File: config.mk
export PLATFORM = sky130hd
export DESIGN_NAME = mfp_ahb_multibot_io_flat
export DESIGN_NICKNAME = d
export VERILOG_FILES = /design/src/rtl/mfp_ahb_multibot_io_if.sv /design/src/rtl/mfp_ahb_multibot_io.sv /design/src/flat_wrapper.sv
export SDC_FILE = /design/constraint.sdc
export NUM_CORES = 1
export LEC_CHECK = 0
export CAP_MARGIN = 25
export CORE_MARGIN = 1
export CORE_UTILIZATION = 45
export CTS_CLUSTER_SIZE = 10
export DETAILED_ROUTE_END_ITERATION = 8
export PLACE_DENSITY = 0.77
export SETUP_SLACK_MARGIN = 0.05
export SKIP_LAST_GASP = 1
export SYNTH_ARGS = -nofsm -noshare
export SYNTH_HDL_FRONTEND = slang
export SYNTH_SLANG_ARGS = --single-unit
File: constraint.sdc
create_clock -name HCLK -period 2.6 [get_ports HCLK]
set_clock_uncertainty 0.15 [all_clocks]
set_input_delay 0.39 -clock HCLK [delete_from_list [all_inputs] [get_ports HCLK]]
set_output_delay 0.39 -clock HCLK [all_outputs]
set_load 0.02 [all_outputs]
File: src/rtl/mfp_ahb_multibot_io_if.sv
// ---------------------------------------------------------------------------
// mfp_ahb_multibot_io_if
//   AHB-Lite slave bus bundle for the multi-Rojobot I/O block.
//
//   Signals:
//     HADDR  [7:0]  byte address (low 8 bits of the system address)
//     HWDATA [31:0] write data, valid in the data phase
//     HWRITE        1 = write, 0 = read
//     HSEL          slave select
//     HTRANS [1:0]  transfer type, 2'b00 = IDLE
//     HRDATA [31:0] registered read data
//
//   Handshake: this slave has zero wait states, so HREADY is implicitly 1.
//   An address phase is "valid" when HSEL=1 and HTRANS!=IDLE, and it is
//   always accepted on the rising HCLK edge that ends it. The matching data
//   phase is the next cycle: HWDATA must be valid in it for writes, and
//   HRDATA is valid in it for reads.
// ---------------------------------------------------------------------------
interface mfp_ahb_multibot_io_if;
  logic [7:0]  HADDR;
  logic [31:0] HWDATA;
  logic        HWRITE;
  logic        HSEL;
  logic [1:0]  HTRANS;
  logic [31:0] HRDATA;

  modport master (
    output HADDR, HWDATA, HWRITE, HSEL, HTRANS,
    input  HRDATA
  );

  modport slave (
    input  HADDR, HWDATA, HWRITE, HSEL, HTRANS,
    output HRDATA
  );
endinterface

File: src/rtl/mfp_ahb_multibot_io.sv
// ---------------------------------------------------------------------------
// mfp_ahb_multibot_io
//   AHB-Lite register block serving NUM_BOTS Rojobot channels. Each channel
//   snapshots its bot info when its (asynchronous) update strobe rises, flags
//   the event as pending, counts overruns, and exposes an 8-bit control
//   register. A global enable mask turns pending flags into an interrupt.
//
//   Register map (channel base B = 0x20*n):
//     B+0x00 INFO    RO  info snapshot
//     B+0x04 CTRL    RW  [7:0]
//     B+0x08 STATUS  RO  [0] pending, [15:8] overrun count
//     B+0x0C ACK     WO  [0] clears pending, [1] clears overrun count
//     0x80   IRQ_EN  RW  [NUM_BOTS-1:0]
//     0x84   IRQ_PEND RO [NUM_BOTS-1:0]
//
//   Ports:
//     HCLK, HRESETn  clock, asynchronous active-low reset
//     ahb            AHB slave bundle (mfp_ahb_multibot_io_if.slave)
//     H_BOT_INFO     bot info, channel n at [32n+31:32n]
//     H_BOT_UPDATE   per-bot update strobes, asynchronous to HCLK
//     H_BOT_CTRL     bot control, channel n at [8n+7:8n]
//     H_IRQ          registered interrupt request
// ---------------------------------------------------------------------------
module mfp_ahb_multibot_io #(
  parameter int NUM_BOTS    = 2,
  parameter int SYNC_STAGES = 2
) (
  input  logic                    HCLK,
  input  logic                    HRESETn,
  mfp_ahb_multibot_io_if.slave    ahb,
  input  logic [NUM_BOTS*32-1:0]  H_BOT_INFO,
  input  logic [NUM_BOTS-1:0]     H_BOT_UPDATE,
  output logic [NUM_BOTS*8-1:0]   H_BOT_CTRL,
  output logic                    H_IRQ
);

  // Registered address phase
  logic [7:0] haddr_q;
  logic       hwrite_q;
  logic       hsel_q;
  logic [1:0] htrans_q;
  logic       wr_en;

  // Channel state
  logic [31:0]               info_q [NUM_BOTS];
  logic [7:0]                ctrl_q [NUM_BOTS];
  logic [7:0]                ovr_q  [NUM_BOTS];
  logic [NUM_BOTS-1:0]       pending_q;
  logic [NUM_BOTS-1:0]       irq_en_q;

  // Update synchronizers and edge detect
  logic [SYNC_STAGES-1:0]    sync_q [NUM_BOTS];
  logic [NUM_BOTS-1:0]       sync_last;
  logic [NUM_BOTS-1:0]       edge_q;
  logic [NUM_BOTS-1:0]       upd_edge;

  // Write decode
  logic [NUM_BOTS-1:0]       wr_ctrl;
  logic [NUM_BOTS-1:0]       wr_ack;
  logic [NUM_BOTS-1:0]       ack_pend;
  logic [NUM_BOTS-1:0]       ack_ovr;
  logic                      wr_irq_en;

  // Read path
  logic                      rd_en;
  logic [31:0]               rd_mux;
  logic [31:0]               hrdata_q;

  // Only the low control/ack/enable bits of HWDATA are architected.
  logic                      unused_hwdata;
  assign unused_hwdata = ^ahb.HWDATA[31:8];

  // -------------------------------------------------------------------------
  // Address phase register. Captured every cycle; a reset mid-transfer
  // clears it, which is what aborts an in-flight write.
  // -------------------------------------------------------------------------
  always_ff @(posedge HCLK or negedge HRESETn) begin
    if (!HRESETn) begin
      haddr_q  <= '0;
      hwrite_q <= 1'b0;
      hsel_q   <= 1'b0;
      htrans_q <= '0;
    end else begin
      haddr_q  <= ahb.HADDR;
      hwrite_q <= ahb.HWRITE;
      hsel_q   <= ahb.HSEL;
      htrans_q <= ahb.HTRANS;
    end
  end

  assign wr_en = hsel_q & hwrite_q & (htrans_q != 2'b00);

  // Channels n>=NUM_BOTS and unmapped offsets never match, so writes to
  // them fall through with no effect.
  always_comb begin
    wr_ctrl   = '0;
    wr_ack    = '0;
    wr_irq_en = 1'b0;
    if (wr_en) begin
      if (haddr_q == 8'h80) wr_irq_en = 1'b1;
      for (int n = 0; n < NUM_BOTS; n++) begin
        if (haddr_q[7:5] == 3'(n)) begin
          if (haddr_q[4:0] == 5'h04) wr_ctrl[n] = 1'b1;
          if (haddr_q[4:0] == 5'h0C) wr_ack[n]  = 1'b1;
        end
      end
    end
  end

  assign ack_pend = wr_ack & {NUM_BOTS{ahb.HWDATA[0]}};
  assign ack_ovr  = wr_ack & {NUM_BOTS{ahb.HWDATA[1]}};

  // -------------------------------------------------------------------------
  // Update synchronizer: SYNC_STAGES flops, then one flop for edge detect.
  // -------------------------------------------------------------------------
  always_ff @(posedge HCLK or negedge HRESETn) begin
    if (!HRESETn) begin
      for (int n = 0; n < NUM_BOTS; n++) sync_q[n] <= '0;
      edge_q <= '0;
    end else begin
      for (int n = 0; n < NUM_BOTS; n++)
        sync_q[n] <= {sync_q[n][SYNC_STAGES-2:0], H_BOT_UPDATE[n]};
      edge_q <= sync_last;
    end
  end

  always_comb begin
    sync_last = '0;
    for (int n = 0; n < NUM_BOTS; n++) sync_last[n] = sync_q[n][SYNC_STAGES-1];
  end

  assign upd_edge = sync_last & ~edge_q;

  // -------------------------------------------------------------------------
  // Channel registers. Priorities: a detected edge beats an ACK pending
  // clear; an ACK overrun clear beats an increment. An edge coincident with
  // an ACK pending clear is treated as a fresh event, not an overrun.
  // -------------------------------------------------------------------------
  always_ff @(posedge HCLK or negedge HRESETn) begin
    if (!HRESETn) begin
      for (int n = 0; n < NUM_BOTS; n++) begin
        info_q[n] <= '0;
        ctrl_q[n] <= '0;
        ovr_q[n]  <= '0;
      end
      pending_q <= '0;
      irq_en_q  <= '0;
    end else begin
      for (int n = 0; n < NUM_BOTS; n++) begin
        if (upd_edge[n]) info_q[n] <= H_BOT_INFO[32*n +: 32];
        if (wr_ctrl[n])  ctrl_q[n] <= ahb.HWDATA[7:0];

        if (upd_edge[n])      pending_q[n] <= 1'b1;
        else if (ack_pend[n]) pending_q[n] <= 1'b0;

        if (ack_ovr[n])
          ovr_q[n] <= '0;
        else if (upd_edge[n] && pending_q[n] && !ack_pend[n] && (ovr_q[n] != 8'hFF))
          ovr_q[n] <= ovr_q[n] + 8'd1;
      end
      if (wr_irq_en) irq_en_q <= ahb.HWDATA[NUM_BOTS-1:0];
    end
  end

  always_ff @(posedge HCLK or negedge HRESETn) begin
    if (!HRESETn) H_IRQ <= 1'b0;
    else          H_IRQ <= |(pending_q & irq_en_q);
  end

  for (genvar g = 0; g < NUM_BOTS; g++) begin : g_ctrl_out
    assign H_BOT_CTRL[8*g +: 8] = ctrl_q[g];
  end

  // -------------------------------------------------------------------------
  // Read path: decoded from the live address phase and registered, so data
  // appears in the data-phase cycle with no wait state.
  // -------------------------------------------------------------------------
  assign rd_en = ahb.HSEL & ~ahb.HWRITE & (ahb.HTRANS != 2'b00);

  always_comb begin
    rd_mux = '0;
    if (ahb.HADDR == 8'h80) rd_mux[NUM_BOTS-1:0] = irq_en_q;
    if (ahb.HADDR == 8'h84) rd_mux[NUM_BOTS-1:0] = pending_q;
    for (int n = 0; n < NUM_BOTS; n++) begin
      if (ahb.HADDR[7:5] == 3'(n)) begin
        case (ahb.HADDR[4:0])
          5'h00:   rd_mux = info_q[n];
          5'h04:   rd_mux[7:0] = ctrl_q[n];
          5'h08: begin
            rd_mux[0]    = pending_q[n];
            rd_mux[15:8] = ovr_q[n];
          end
          default: ;
        endcase
      end
    end
  end

  always_ff @(posedge HCLK or negedge HRESETn) begin
    if (!HRESETn)   hrdata_q <= '0;
    else if (rd_en) hrdata_q <= rd_mux;
  end

  assign ahb.HRDATA = hrdata_q;

endmodule

File: src/flat_wrapper.sv
// flat-port wrapper written by rule: the top's interface ports become plain ports
module mfp_ahb_multibot_io_flat 
#(
  parameter int NUM_BOTS    = 2,
  parameter int SYNC_STAGES = 2
)
  (HCLK, HRESETn, H_BOT_INFO, H_BOT_UPDATE, H_BOT_CTRL, H_IRQ, ahb_HADDR, ahb_HWDATA, ahb_HWRITE, ahb_HSEL, ahb_HTRANS, ahb_HRDATA);
  mfp_ahb_multibot_io_if ahb_i ();
  input  logic HCLK;
  input  logic HRESETn;
  input  logic [NUM_BOTS*32-1:0] H_BOT_INFO;
  input  logic [NUM_BOTS-1:0] H_BOT_UPDATE;
  output logic [NUM_BOTS*8-1:0] H_BOT_CTRL;
  output logic H_IRQ;
  input wire logic [$bits(ahb_i.HADDR)-1:0] ahb_HADDR;
  input wire logic [$bits(ahb_i.HWDATA)-1:0] ahb_HWDATA;
  input wire logic [$bits(ahb_i.HWRITE)-1:0] ahb_HWRITE;
  input wire logic [$bits(ahb_i.HSEL)-1:0] ahb_HSEL;
  input wire logic [$bits(ahb_i.HTRANS)-1:0] ahb_HTRANS;
  output wire logic [$bits(ahb_i.HRDATA)-1:0] ahb_HRDATA;
  assign ahb_i.HADDR = ahb_HADDR;
  assign ahb_i.HWDATA = ahb_HWDATA;
  assign ahb_i.HWRITE = ahb_HWRITE;
  assign ahb_i.HSEL = ahb_HSEL;
  assign ahb_i.HTRANS = ahb_HTRANS;
  assign ahb_HRDATA = ahb_i.HRDATA;
  mfp_ahb_multibot_io #(.NUM_BOTS(NUM_BOTS), .SYNC_STAGES(SYNC_STAGES)) u_core (.HCLK(HCLK), .HRESETn(HRESETn), .ahb(ahb_i), .H_BOT_INFO(H_BOT_INFO), .H_BOT_UPDATE(H_BOT_UPDATE), .H_BOT_CTRL(H_BOT_CTRL), .H_IRQ(H_IRQ));
endmodule
==> results of run 1 <==
-- report_power, final --
part / internal (W) / total [W] / switching, W / leakage, nW
sequential: 0.00263 / 0.00288 / 0.000247 / 1.85
combinational: 0.000509 / 0.000922 / 0.000414 / 1.64
clock: 0.00141 / 0.00229 / 0.000880 / 0.268
-- critical path: cells and delay by family (launching register included) --
family,cells,cell delay [ns]
flip-flops,1,0.36
AND/OR/NAND/NOR,3,1.60
multiplexers,1,0.34
-- state kept, by name, summed over array words and instances, names as in the netlist --
register	cells
u_core.htrans_q	2
u_core.ahb.HRDATA	32
u_core.ovr_q	16
u_core.info_q	64
u_core.irq_en_q	2
u_core.edge_q	2
u_core.hsel_q	1
u_core.haddr_q	8
u_core.hwrite_q	1
u_core.pending_q	2
u_core.sync_q	2
u_core.H_BOT_CTRL	16
u_core.H_IRQ	1
u_core.sync_last	2
-- stage by stage --
| stage | total power (W) | cells | TNS (ns) | hold slack (ns) | setup slack, ns |
|---|---|---|---|---|---|
| floorplan | 0.00338 | 517 | 0 | -0.0556 | 0.0237 |
| global placement | 0.00376 | 826 | -0.125 | 0.188 | -0.0167 |
| finish | 0.00609 | 858 | 0 | 0.196 | 0.0307 |
| detailed placement | 0.00383 | 826 | -0.225 | 0.185 | -0.0373 |
| global route | 0.00636 | 858 | 0 | 0.207 | 0.0211 |
| CTS | 0.00613 | 858 | -0.178 | 0.198 | -0.0289 |
-- cells in the mapped netlist (2+ instances only) --
master / n / area, um2
o21ai_0: 13 / 65.1
and3_1: 6 / 37.5
and4b_1: 2 / 20.0
mux2i_1: 37 / 370
nor2_1: 22 / 82.6
a22o_1: 7 / 61.3
nand2_1: 39 / 146
nand2b_1: 3 / 18.8
a22oi_1: 16 / 120
mux2_4: 8 / 120
xnor2_1: 5 / 43.8
a21oi_1: 8 / 40.0
o2111ai_1: 3 / 26.3
o22ai_1: 8 / 50.1
nor3_1: 3 / 15.0
nor2b_1: 5 / 31.3
or4_1: 2 / 15.0
buf_1: 5 / 18.8
dfrtp_1: 151 / 3780
nand3_1: 6 / 30.0
o31ai_1: 17 / 128
nand4_1: 4 / 25.0
clkbuf_1: 27 / 101
ha_1: 2 / 25.0
inv_1: 5 / 18.8
or3_1: 8 / 50.1
o22a_1: 8 / 70.1
o211ai_1: 4 / 30.0
a211oi_1: 4 / 30.0
mux2_2: 74 / 833
xor2_1: 2 / 17.5
-- cells by family after synthesis --
family,count (synthesis),share of synthesized area
AO/OA/AOI/OAI,94,0.103
XOR/XNOR,7,0.00937
adder cells (fa/ha/maj),2,0.00382
buffers and inverters,38,0.0230
flip-flops,151,0.578
multiplexers,119,0.202
AND/OR/NAND/NOR,106,0.0807
-- timing repair --
| item | in CTS | in global routing |
|---|---|---|
| pin swaps | 3 | 1 |
| endpoints found under the setup margin | 8 | 8 |
| resized for setup | 1 | 0 |
| endpoints found under the hold margin | 51 | 0 |
| hold buffers | 1 | 0 |
-- layer usage --
metal | track usage | share of wire | routed length, um
met2 | 0.377 | 0.50 | 8190
met3 | 0.0627 | 0.070 | 1160
met5 | 0 | 0 | 0
met4 | 0.0938 | 0.017 | 278
met1 | 0.300 | 0.41 | 6790
-- area by class of cell --
class / count / share of cell area
sequential: 151 / 0.429
multi-input combinational: 328 / 0.299
timing repair buffer: 163 / 0.182
clock buffer: 28 / 0.0575
tap: 180 / 0.0256
clock inverter: 3 / 0.00454
inverter: 5 / 0.00213
-- path summary, 6_finish.rpt --
| kind | cells past startpoint | start | to | slack, ns |
|---|---|---|---|---|
| max in group asynchronous | 3 | HRESETn | u_core.sync_q[0]$_DFF_PN0_ | 1.28 |
| setup / recovery | 4 | u_core.haddr_q[4]$_DFF_PN0_ | u_core.H_BOT_CTRL[13]$_DFFE_PN0P_ | 0.03 |
| setup reg to reg | 4 | u_core.haddr_q[4]$_DFF_PN0_ | u_core.H_BOT_CTRL[13]$_DFFE_PN0P_ | 0.03 |
| hold / removal | 0 | u_core.sync_q[0]$_DFF_PN0_ | u_core.sync_last[1]$_DFF_PN0_ | 0.20 |
| min in group asynchronous | 2 | HRESETn | u_core.info_q[5]$_DFFE_PN0P_ | 0.36 |
| hold reg to reg | 0 | u_core.sync_q[0]$_DFF_PN0_ | u_core.sync_last[1]$_DFF_PN0_ | 0.20 |
==> results.md, run 1 <==
- Status: complete, no violations
- CTS Root Cell: clkbuf_16
- Core area: about 14000 um2
- Die Y: 123 um
- CTS buffer count: 17
- Max incr delay on CP: 0.56 ns
- Largest net degree at the start of global routing: 55
- CP most frequent cell: or4b_4
- Relative slew slack: 0.652
- Maximum VDD drop: 0.475 mV
- Clock Latency Late Sink: 0.42 ns
- Critical-path top delay cell: or4_4
- P&R area growth vs syn: 34.7%
- Antenna diodes: 0
- Reg clk slew, reported paths: 0.06 ns
- Worst-path fanout max: 8
- Final HPWL DP: 11700 um
- Power per Cell Area: ~690 nW/um2
- Vias in the first global route: 5054
- Gr usage total: 0.234
- Crit path cell chain: or4b_4, or4b_4, or4_4, mux2_4
- Post-synth EDFFs: 0
- Slew at the pin closest to its max-slew limit: 0.523 ns
- TritonCTS sink count: 151
- Crit end category: flip-flop
- P_leak: 3.75 nW
- I/O pin total: 161
- Routed Wire Length: 16400 um
- Clock Path Buffers: 2
- Cells after Synth: 517
- YS warnings: 0
- Post-synthesis cell type count: between 40 and 50
- Final non-filler cell area: 8810 um2
- Final min period: roughly 2.6 ns
- Via count: 4821
- H-tree depth: 4
- Crit path kind: flip-flop to flip-flop
- Most frequent cells in the layout: dfrtp_1 (151), clkdlybuf4s50_1 (135), mux2_2 (74)
- CP arrival: 2.72 ns
- Post-CTS setup buffers: 0
- Starting density of the core: 0.466
- Die ar.: 15000 um2
- First-pass GRT wire length: 26200 um
- Setup violators final: 0
- DR pass1 iterations: 5
- Row count: 43
- Synth async-reset ratio: 1.00
- Element type at the critical path start: flip-flop
- Max frequency: 389 MHz
- Buffers added on ports: 136
- Syn_nets: 631
- Die width: 123 um
- Commonest non-fill, non-tap cell in the layout: dfrtp_1
- Initial antenna violation count: 0
- Primary FF master, synth: dfrtp_1
- Syn_area_per_cell: 12.7 um2
- #FFs+latches synth: 151
- RSZ-0062 raised after global routing: yes
- Layout filler cell count: 1056
- Final slew viol count: 0
- 1st-iter DRT viols: 266
- Fin crit share: 0.988
- Hold crit path type: flip-flop to flip-flop
- Placer Congestion: ~0.83
- Final #Nets: 780
- DRC: 0
- CP required: approximately 2.8 ns
- Max_cap viols: 0
- WL per Instance: 19.1 um
- Cell area after synthesis: 6540 um2
- CTS tree: done
- Instance area after placement: 8250 um2
- Multi-input gate area: 2640 um2
- Grt ovf: 0
- ANT nets after route: 0
- Final Hold Vio Count: 0
- Vias per cell: 5.62
- Seq/Total Area, Yosys: 0.578
- Core Util, Final: 0.627
- Reg area: 3780 um2
- Layout cells sized above 1: 0.206
(Power assumes the default switching activity.)
==> run 2, diff against run 1 <==
Settings changed: CELL_PAD_IN_SITES_DETAIL_PLACEMENT from default to 2, CELL_PAD_IN_SITES_GLOBAL_PLACEMENT from default to 2, CORE_UTILIZATION 45 to 29, PLACE_DENSITY 0.77 to default, PLACE_DENSITY_LB_ADDON from default to 0.1, TNS_END_PERCENT from default to 50.
==> run 2 against run 1 <==
Against the previous run:
- the run now ends with DRC left
- global-route usage is 5.6 points lower
- worst setup slack worse by 0.019 ns
- utilization is 22 points lower
- sequential share of layout area is 0.87 points lower
- routed wire length is 18% higher
- total power is 4.1% higher
- count of clock-buffer cells in the layout is 11 lower
- largest cell class unchanged
- largest power group unchanged
==> results.md, run 2 (synthesis results as in run 1) <==
- Hold Slack: 0.208 ns (+0.0128 ns)
- Pwr Total: 0.00634 W (+4.1%)
- Largest net degree at the start of global routing: 58 (+5.5%)
- Final Hold Vio Count: 0 (unchanged)
- Final #Nets: 782 (+0.26%)
- Final HPWL DP: 13600 um (+16%)
- Antenna diodes: 0 (unchanged)
- Placer Congestion: 0.764 (-7.6%)
- WL per Instance: 20.1 um (+5.2%)
- Final slew viol count: 0 (unchanged)
- Grt ovf: 0 (unchanged)
- Setup violators final: 0 (unchanged)
- CP required: 2.76 ns (about the same)
- Relative slew slack: 0.647 (-0.00495)
- Die width: 152 um (+24%)
- Starting density of the core: 0.298 (-0.168)
- Routed Wire Length: 19400 um (+18%)
- CP delay by family, top: simple AND/OR/NAND/NOR gates
- Crit path kind: flip-flop to flip-flop
- TritonCTS sink count: 151 (unchanged)
- 1st-iter DRT viols: 152 (-43%)
- Biggest register: u_core.info_q
- Element type at the critical path start: flip-flop
- Buffers added on ports: 136 (unchanged)
- Crit path cell chain: or4b_4, or4b_4, or4_4, mux2_4
- Reg2Reg Depth: 4 (unchanged)
- Maximum VDD drop: 0.375 mV (-21%)
- Die Y: 152 um (+24%)
- Power per Cell Area: 705 nW/um2 (+2.0%)
- Number of cells on the critical path: 4 (unchanged)
- Layout filler cell count: 2224 (+110%)
- Post-route insts no fill: 961 (+12%)
- Die ar.: 23200 um2 (+54%)
- R2R Setup Slk: 0.01 ns (-0.02 ns)
- Gr usage total: 0.178 (-0.0565)
- Crit end category: flip-flop
- Layout cells sized above 1: 0.222 (+0.0152)
- CP most frequent cell: or4b_4
- Critical-path top delay cell: or4_4
- Vias in the first global route: 5612 (+11%)
- Row count: 54 (+26%)
- H-tree depth: 4 (unchanged)
- DRC: 6 (+6)
- I/O pin total: 161 (unchanged)
- Vias per cell: 5.00 (-11%)
- Max frequency: 386 MHz (-0.72%)
- ANT nets after route: 0 (unchanged)
- Clock Path Buffers: 2 (unchanged)
- First-pass GRT wire length: 31600 um (+21%)
- Initial antenna violation count: 0 (unchanged)
- P_leak: 3.76 nW (+0.35%)
- Most frequent cells in the layout: dfrtp_1 (151), clkdlybuf4s50_1 (135), mux2_2 (74)
- CTS tree: done
- P&R area growth vs syn: 37.5%
- Clock Latency Late Sink: 0.43 ns (about the same)
- Commonest non-fill, non-tap cell in the layout: dfrtp_1
- Hold crit path type: flip-flop to flip-flop
- DR pass1 iterations: 9 (+4)
- Final min period: 2.59 ns (+0.0187 ns)
- Max_cap viols: 0 (unchanged)
- CTS Root Cell: clkbuf_16
- Core area: 22000 um2 (+56%)
- DP Cell Count: 927 (+12%)
- Buf+Inv Stages, Crit Path: 0 (unchanged)
- Reg clk slew, reported paths: 0.07 ns (about the same)
- Max incr delay on CP: 0.57 ns (about the same)
- CTS buffer count: 17 (unchanged)
- CP arrival: 2.74 ns (+0.02 ns)
- Fin Setup TNS: 0 ns (unchanged)
- Slew at the pin closest to its max-slew limit: 0.530 ns (+0.00743 ns)
- Worst-path fanout max: 8 (unchanged)
- Fin crit share: 0.995 (+0.00718)
- Max FFs per register: 64 (unchanged)
- Failing checks: DRC
- Worst Hold Depth: 0 (unchanged)
- RSZ-0062 raised after global routing: yes
- Via count: 4802 (-0.39%)
- Status: finished with violations
## run 2: cell count changes in the layout (fill, tap and decap cells not counted), sizes merged
cell / delta
bufinv: +1
clkbuf: -11
clkinvlp: +5
inv: +5
clkinv: +1
buf: +2
## run 2: metal layers
metal / vias up / wire length, um / track usage
met5: - / 0 / 0
li1: 2203 / - / -
met1: 2493 / 8190 / 0.210
met2: 93 / 9740 / 0.309
met3: 13 / 1180 / 0.0569
met4: 0 / 238 / 0.0510
## run 2: path summary, 6_finish.rpt
| kind | to | start |
|---|---|---|
| worst min register to register | u_core.sync_last[0]$_DFF_PN0_ | u_core.sync_q[2]$_DFF_PN0_ |
| worst max register to register | u_core.H_BOT_CTRL[11]$_DFFE_PN0P_ | u_core.haddr_q[4]$_DFF_PN0_ |
| max in group asynchronous | u_core.ahb.HRDATA[22]$_DFFE_PN0P_ | HRESETn |
| worst max-delay path | u_core.H_BOT_CTRL[11]$_DFFE_PN0P_ | u_core.haddr_q[4]$_DFF_PN0_ |
| worst min-delay path | u_core.sync_last[0]$_DFF_PN0_ | u_core.sync_q[2]$_DFF_PN0_ |
| min in group asynchronous | u_core.info_q[15]$_DFFE_PN0P_ | HRESETn |
## run 2: per-stage QoR
stage          setup slack [ns]   util  instance area [um2]
3_3_place_gp            -0.0329  0.381                 8380
3_5_place_dp            -0.0800  0.381                 8380
2_1_floorplan            0.0237      -                 6550
5_1_grt                 -0.0210  0.410                 8990
6_report                 0.0121  0.410                 8990
4_1_cts                 -0.0586  0.410                 8990
## run 2: worst register-to-register path: stages, from the launching register on
cell and delay [ns]:
dfrtp_1 0.37, or4b_4 0.53, or4b_4 0.51, or4_4 0.57, mux2_4 0.34
## run 2: repair_timing
item,4_1_cts,5_1_grt
pin swaps,3,1
endpoints found under the setup margin,9,9
hold buffers,1,0
hold endpoints to repair,36,0
setup buffers,1,0
cloned,0,0
gates resized for setup,1,0
## run 2: power by group
part           internal [W]  switching, W
sequential          0.00263      0.000254
clock               0.00144       0.00109
combinational      0.000507      0.000424
total               0.00457       0.00177
## run 2: area by class of cell
class / count / area, um2 / share of cell area
sequential: 151 / 3780 / 0.420
multi-input combinational: 328 / 2640 / 0.294
timing repair buffer: 165 / 1610 / 0.179
clock buffer: 17 / 425 / 0.0473
tap: 280 / 350 / 0.0390
clock inverter: 15 / 169 / 0.0188
inverter: 5 / 18.8 / 0.00209
==> run 3, diff against run 2 <==
Settings changed: ABC_AREA from default to 1, CELL_PAD_IN_SITES_DETAIL_PLACEMENT 2 to 0, CELL_PAD_IN_SITES_GLOBAL_PLACEMENT 2 to 1, CORE_UTILIZATION 29 to 34.
==> run 3 against run 2 <==
Against the previous run:
- the flow now finishes without violations
- flip-flop and latch count unchanged
- clock power is 6% higher
- synthesized area grew 10%
- worst hold slack worse by 0.0021 ns
- global-route usage is 0.97 points higher
- worst setup slack gained 0.56 ns
- cell area is 6.0% higher
- total power decreased by 0.99%
- utilization rose by 5.6 points
- synthesized cell count increased by 51%
- count of clock-buffer cells in the layout did not move
==> results.md, run 3 <==
- Status: complete, no violations
- Max FFs per register: 64 (unchanged)
- DRC: 0 (-6)
- Buf+Inv Stages, Crit Path: 1 (+1)
- Die width: 147 um (-3.1%)
- Post-synthesis cell type count: 35 (-20%)
- Final min period: 2.02 ns (-0.564 ns)
- Synth area leaders: dfrtp_1 (53%), nand2_1 (10%), mux2_2 (8.1%)
- Grt ovf: 0 (unchanged)
- DR pass1 iterations: 4 (-5)
- WL per Instance: 15.9 um (-21%)
- Initial antenna violation count: 0 (unchanged)
- Max_cap viols: 0 (unchanged)
- Power per Cell Area: 658 nW/um2 (-6.6%)
- RSZ-0062 raised after global routing: no
- Final Hold Vio Count: 0 (unchanged)
- Post-synth top area cell: dfrtp_1
- Layout cells sized above 1: 0.171 (-0.0504)
- P&R area growth vs syn: 32.5%
- Gr usage total: 0.188 (+0.00969)
- Hold Buf Count CTS: 1 (unchanged)
- Fin crit share: 0.779 (-0.217)
- Post-CTS setup buffers: 0 (-1)
- Crit path cell chain: clkdlybuf4s50_1
- Crit end category: output pin
- Seq/Total Area, Yosys: 0.525 (-0.0524)
- Largest net degree at the start of global routing: 47 (-19%)
- Post-CTS Resized: 0 (-1)
- Starting density of the core: 0.351 (+0.0531)
- Hold Slack: 0.206 ns (-0.00213 ns)
- Biggest register: u_core.info_q
- Synth async-reset ratio: 1.00 (unchanged)
- Pre-CTS WS: 0.236 ns (+0.316 ns)
- Most frequent cells in the layout: nand2_1 (194), dfrtp_1 (151), clkdlybuf4s50_1 (135)
- Final HPWL DP: 13800 um (+1.1%)
- Maximum VDD drop: 0.397 mV (+5.9%)
- CTS tree: done
- Via count: 5644 (+18%)
- Commonest non-fill, non-tap cell in the layout: nand2_1
- Top cells by count, synth: nand2_1 (196), dfrtp_1 (151), inv_1 (73), nand3_1 (64), o21ai_1 (61)
- Die Y: 147 um (-3.1%)
- H-tree depth: 4 (unchanged)
- Number of cells on the critical path: 1 (-3)
- Worst-path fanout max: 3 (-5)
- P_leak: 4.53 nW (+20%)
- Worst Hold Depth: 0 (unchanged)
- Post-synth EDFFs: 0 (unchanged)
- #FFs+latches synth: 151 (unchanged)
- Max incr delay on CP: 0.63 ns (+0.06 ns)
- Routed Wire Length: 19100 um (-1.2%)
- Max frequency: 494 MHz (+28%)
- Cells after Synth: 779 (+51%)
- Instance area after placement: 8900 um2 (+6.2%)
- Crit path kind: flip-flop to output pin
- TritonCTS sink count: 151 (unchanged)
- Reg2Reg Depth: 8 (+4)
- Clock Path Buffers: 2 (unchanged)
- Hold crit path type: flip-flop to flip-flop
- Row count: 52 (-3.7%)
- I/O pin total: 161 (unchanged)
- YS warnings: 0 (unchanged)
- Final non-filler cell area: 9540 um2 (+6.0%)
- Top-count cell post-synth: nand2_1
- Buffers added on ports: 136 (unchanged)
- Placer Congestion: 0.819 (+7.1%)
- CTS buffer count: 17 (unchanged)
- Slew at the pin closest to its max-slew limit: 0.667 ns (+0.137 ns)
- Core area: 20500 um2 (-6.7%)
- Yosys top cell area share: 0.525 (-0.0524)
- Critical-path top delay cell: clkdlybuf4s50_1
- Syn_area_per_cell: 9.24 um2 (-27%)
- CP arrival: 1.48 ns (-1.26 ns)
- ANT nets after route: 0 (unchanged)
- Antenna diodes: 0 (unchanged)
- First-pass GRT wire length: 31300 um (-1.2%)
- CTS Root Cell: clkbuf_16
- Fin Setup TNS: 0 ns (unchanged)
- 1st-iter DRT viols: 323 (+110%)
- CP required: 2.06 ns (-0.70 ns)
- Final slew viol count: 0 (unchanged)
- Vias per cell: 4.69 (-6.2%)
- Primary FF master, synth: dfrtp_1
- Final #Nets: 1035 (+32%)
- Vias in the first global route: 5842 (+4.1%)
- Reg clk slew, reported paths: 0.07 ns (about the same)
- Clock Latency Late Sink: 0.43 ns (about the same)
- Setup violators final: 0 (unchanged)
- Relative slew slack: 0.555 (-0.0920)
- CP delay by family, top: buffers and inverters
- Cell area after synthesis: 7190 um2 (+10%)
- Die ar.: 21700 um2 (-6.1%)
- Pwr Total: 0.00628 W (-0.99%)
- Final setup margin: 0.576 ns (+0.564 ns)
- Element type at the critical path start: flip-flop
- Syn_nets: 893 (+42%)
[run 3: cell count changes after synthesis, moves of 9 or more]
cell      delta
clkbuf_1    -19
nand2_1    +157
inv_2       +26
mux2i_1     -37
mux2_2      -22
o21ai_1     +61
buf_2       +15
nor2_1      +17
a22oi_1     -16
a22o_1       +9
o31ai_1     -16
nand3_1     +58
inv_1       +68
[run 3: cells by family after synthesis]
logic type,Yosys count,synth area share
buffers and inverters,129,0.0750
adder cells (fa/ha/maj),2,0.00348
AO/OA/AOI/OAI,99,0.0777
flip-flops,151,0.525
XOR/XNOR,4,0.00487
AND/OR/NAND/NOR,342,0.232
multiplexers,52,0.0814
[run 3: final cells by class]
class / instances / area (um2)
inverters: 101 / 382
flip-flops and latches: 151 / 3780
clock inverters: 15 / 203
well taps: 270 / 338
fillers: 1989 / 11000
clock buffers: 17 / 425
multi-input cells: 499 / 2880
repair buffers: 151 / 1530
[run 3: final timing paths]
| path | from | endpoint | slack [ns] |
|---|---|---|---|
| setup / recovery | u_core.H_BOT_CTRL[4]$_DFFE_PN0P_ | H_BOT_CTRL[4] | 0.58 |
| hold / removal | u_core.sync_q[2]$_DFF_PN0_ | u_core.sync_last[0]$_DFF_PN0_ | 0.21 |
| setup reg to reg | u_core.ovr_q[8]$_DFFE_PN0P_ | u_core.ovr_q[13]$_DFFE_PN0P_ | 0.74 |
| hold reg to reg | u_core.sync_q[2]$_DFF_PN0_ | u_core.sync_last[0]$_DFF_PN0_ | 0.21 |
| max in group asynchronous | HRESETn | u_core.ahb.HRDATA[8]$_DFFE_PN0P_ | 1.24 |
| min in group asynchronous | HRESETn | u_core.info_q[9]$_DFFE_PN0P_ | 0.33 |
[run 3: worst register-to-register path, delay by kind of cell, from the launching register on]
kind | cells | cell delay (ns)
simple gates | 6 | 0.68
compound gates | 1 | 0.33
flops | 1 | 0.42
fa+ha+maj | 1 | 0.22
[run 3: routing by layer]
| layer | vias to the layer above | GRT usage | routed length [um] |
|---|---|---|---|
| li1 | 2800 | - | - |
| met1 | 2693 | 0.240 | 8610 |
| met2 | 135 | 0.313 | 9210 |
| met3 | 16 | 0.0457 | 1040 |
| met4 | 0 | 0.0593 | 251 |
| met5 | - | 0 | 0 |
[run 3: per-stage QoR]
| step | instances | utilization |
|---|---|---|
| after floorplan | 779 | - |
| after global placement | 1171 | 0.434 |
| after detailed placement | 1171 | 0.434 |
| after CTS | 1204 | 0.465 |
| after global routing | 1204 | 0.465 |
| final | 1204 | 0.465 |
[run 3: power by group]
part / internal, W / total (W) / switching, W / leakage (nW)
Combinational: 0.000417 / 0.000864 / 0.000447 / 2.43
Sequential: 0.00258 / 0.00275 / 0.000168 / 1.79
Clock: 0.00156 / 0.00266 / 0.00111 / 0.309
Total: 0.00455 / 0.00628 / 0.00172 / 4.53
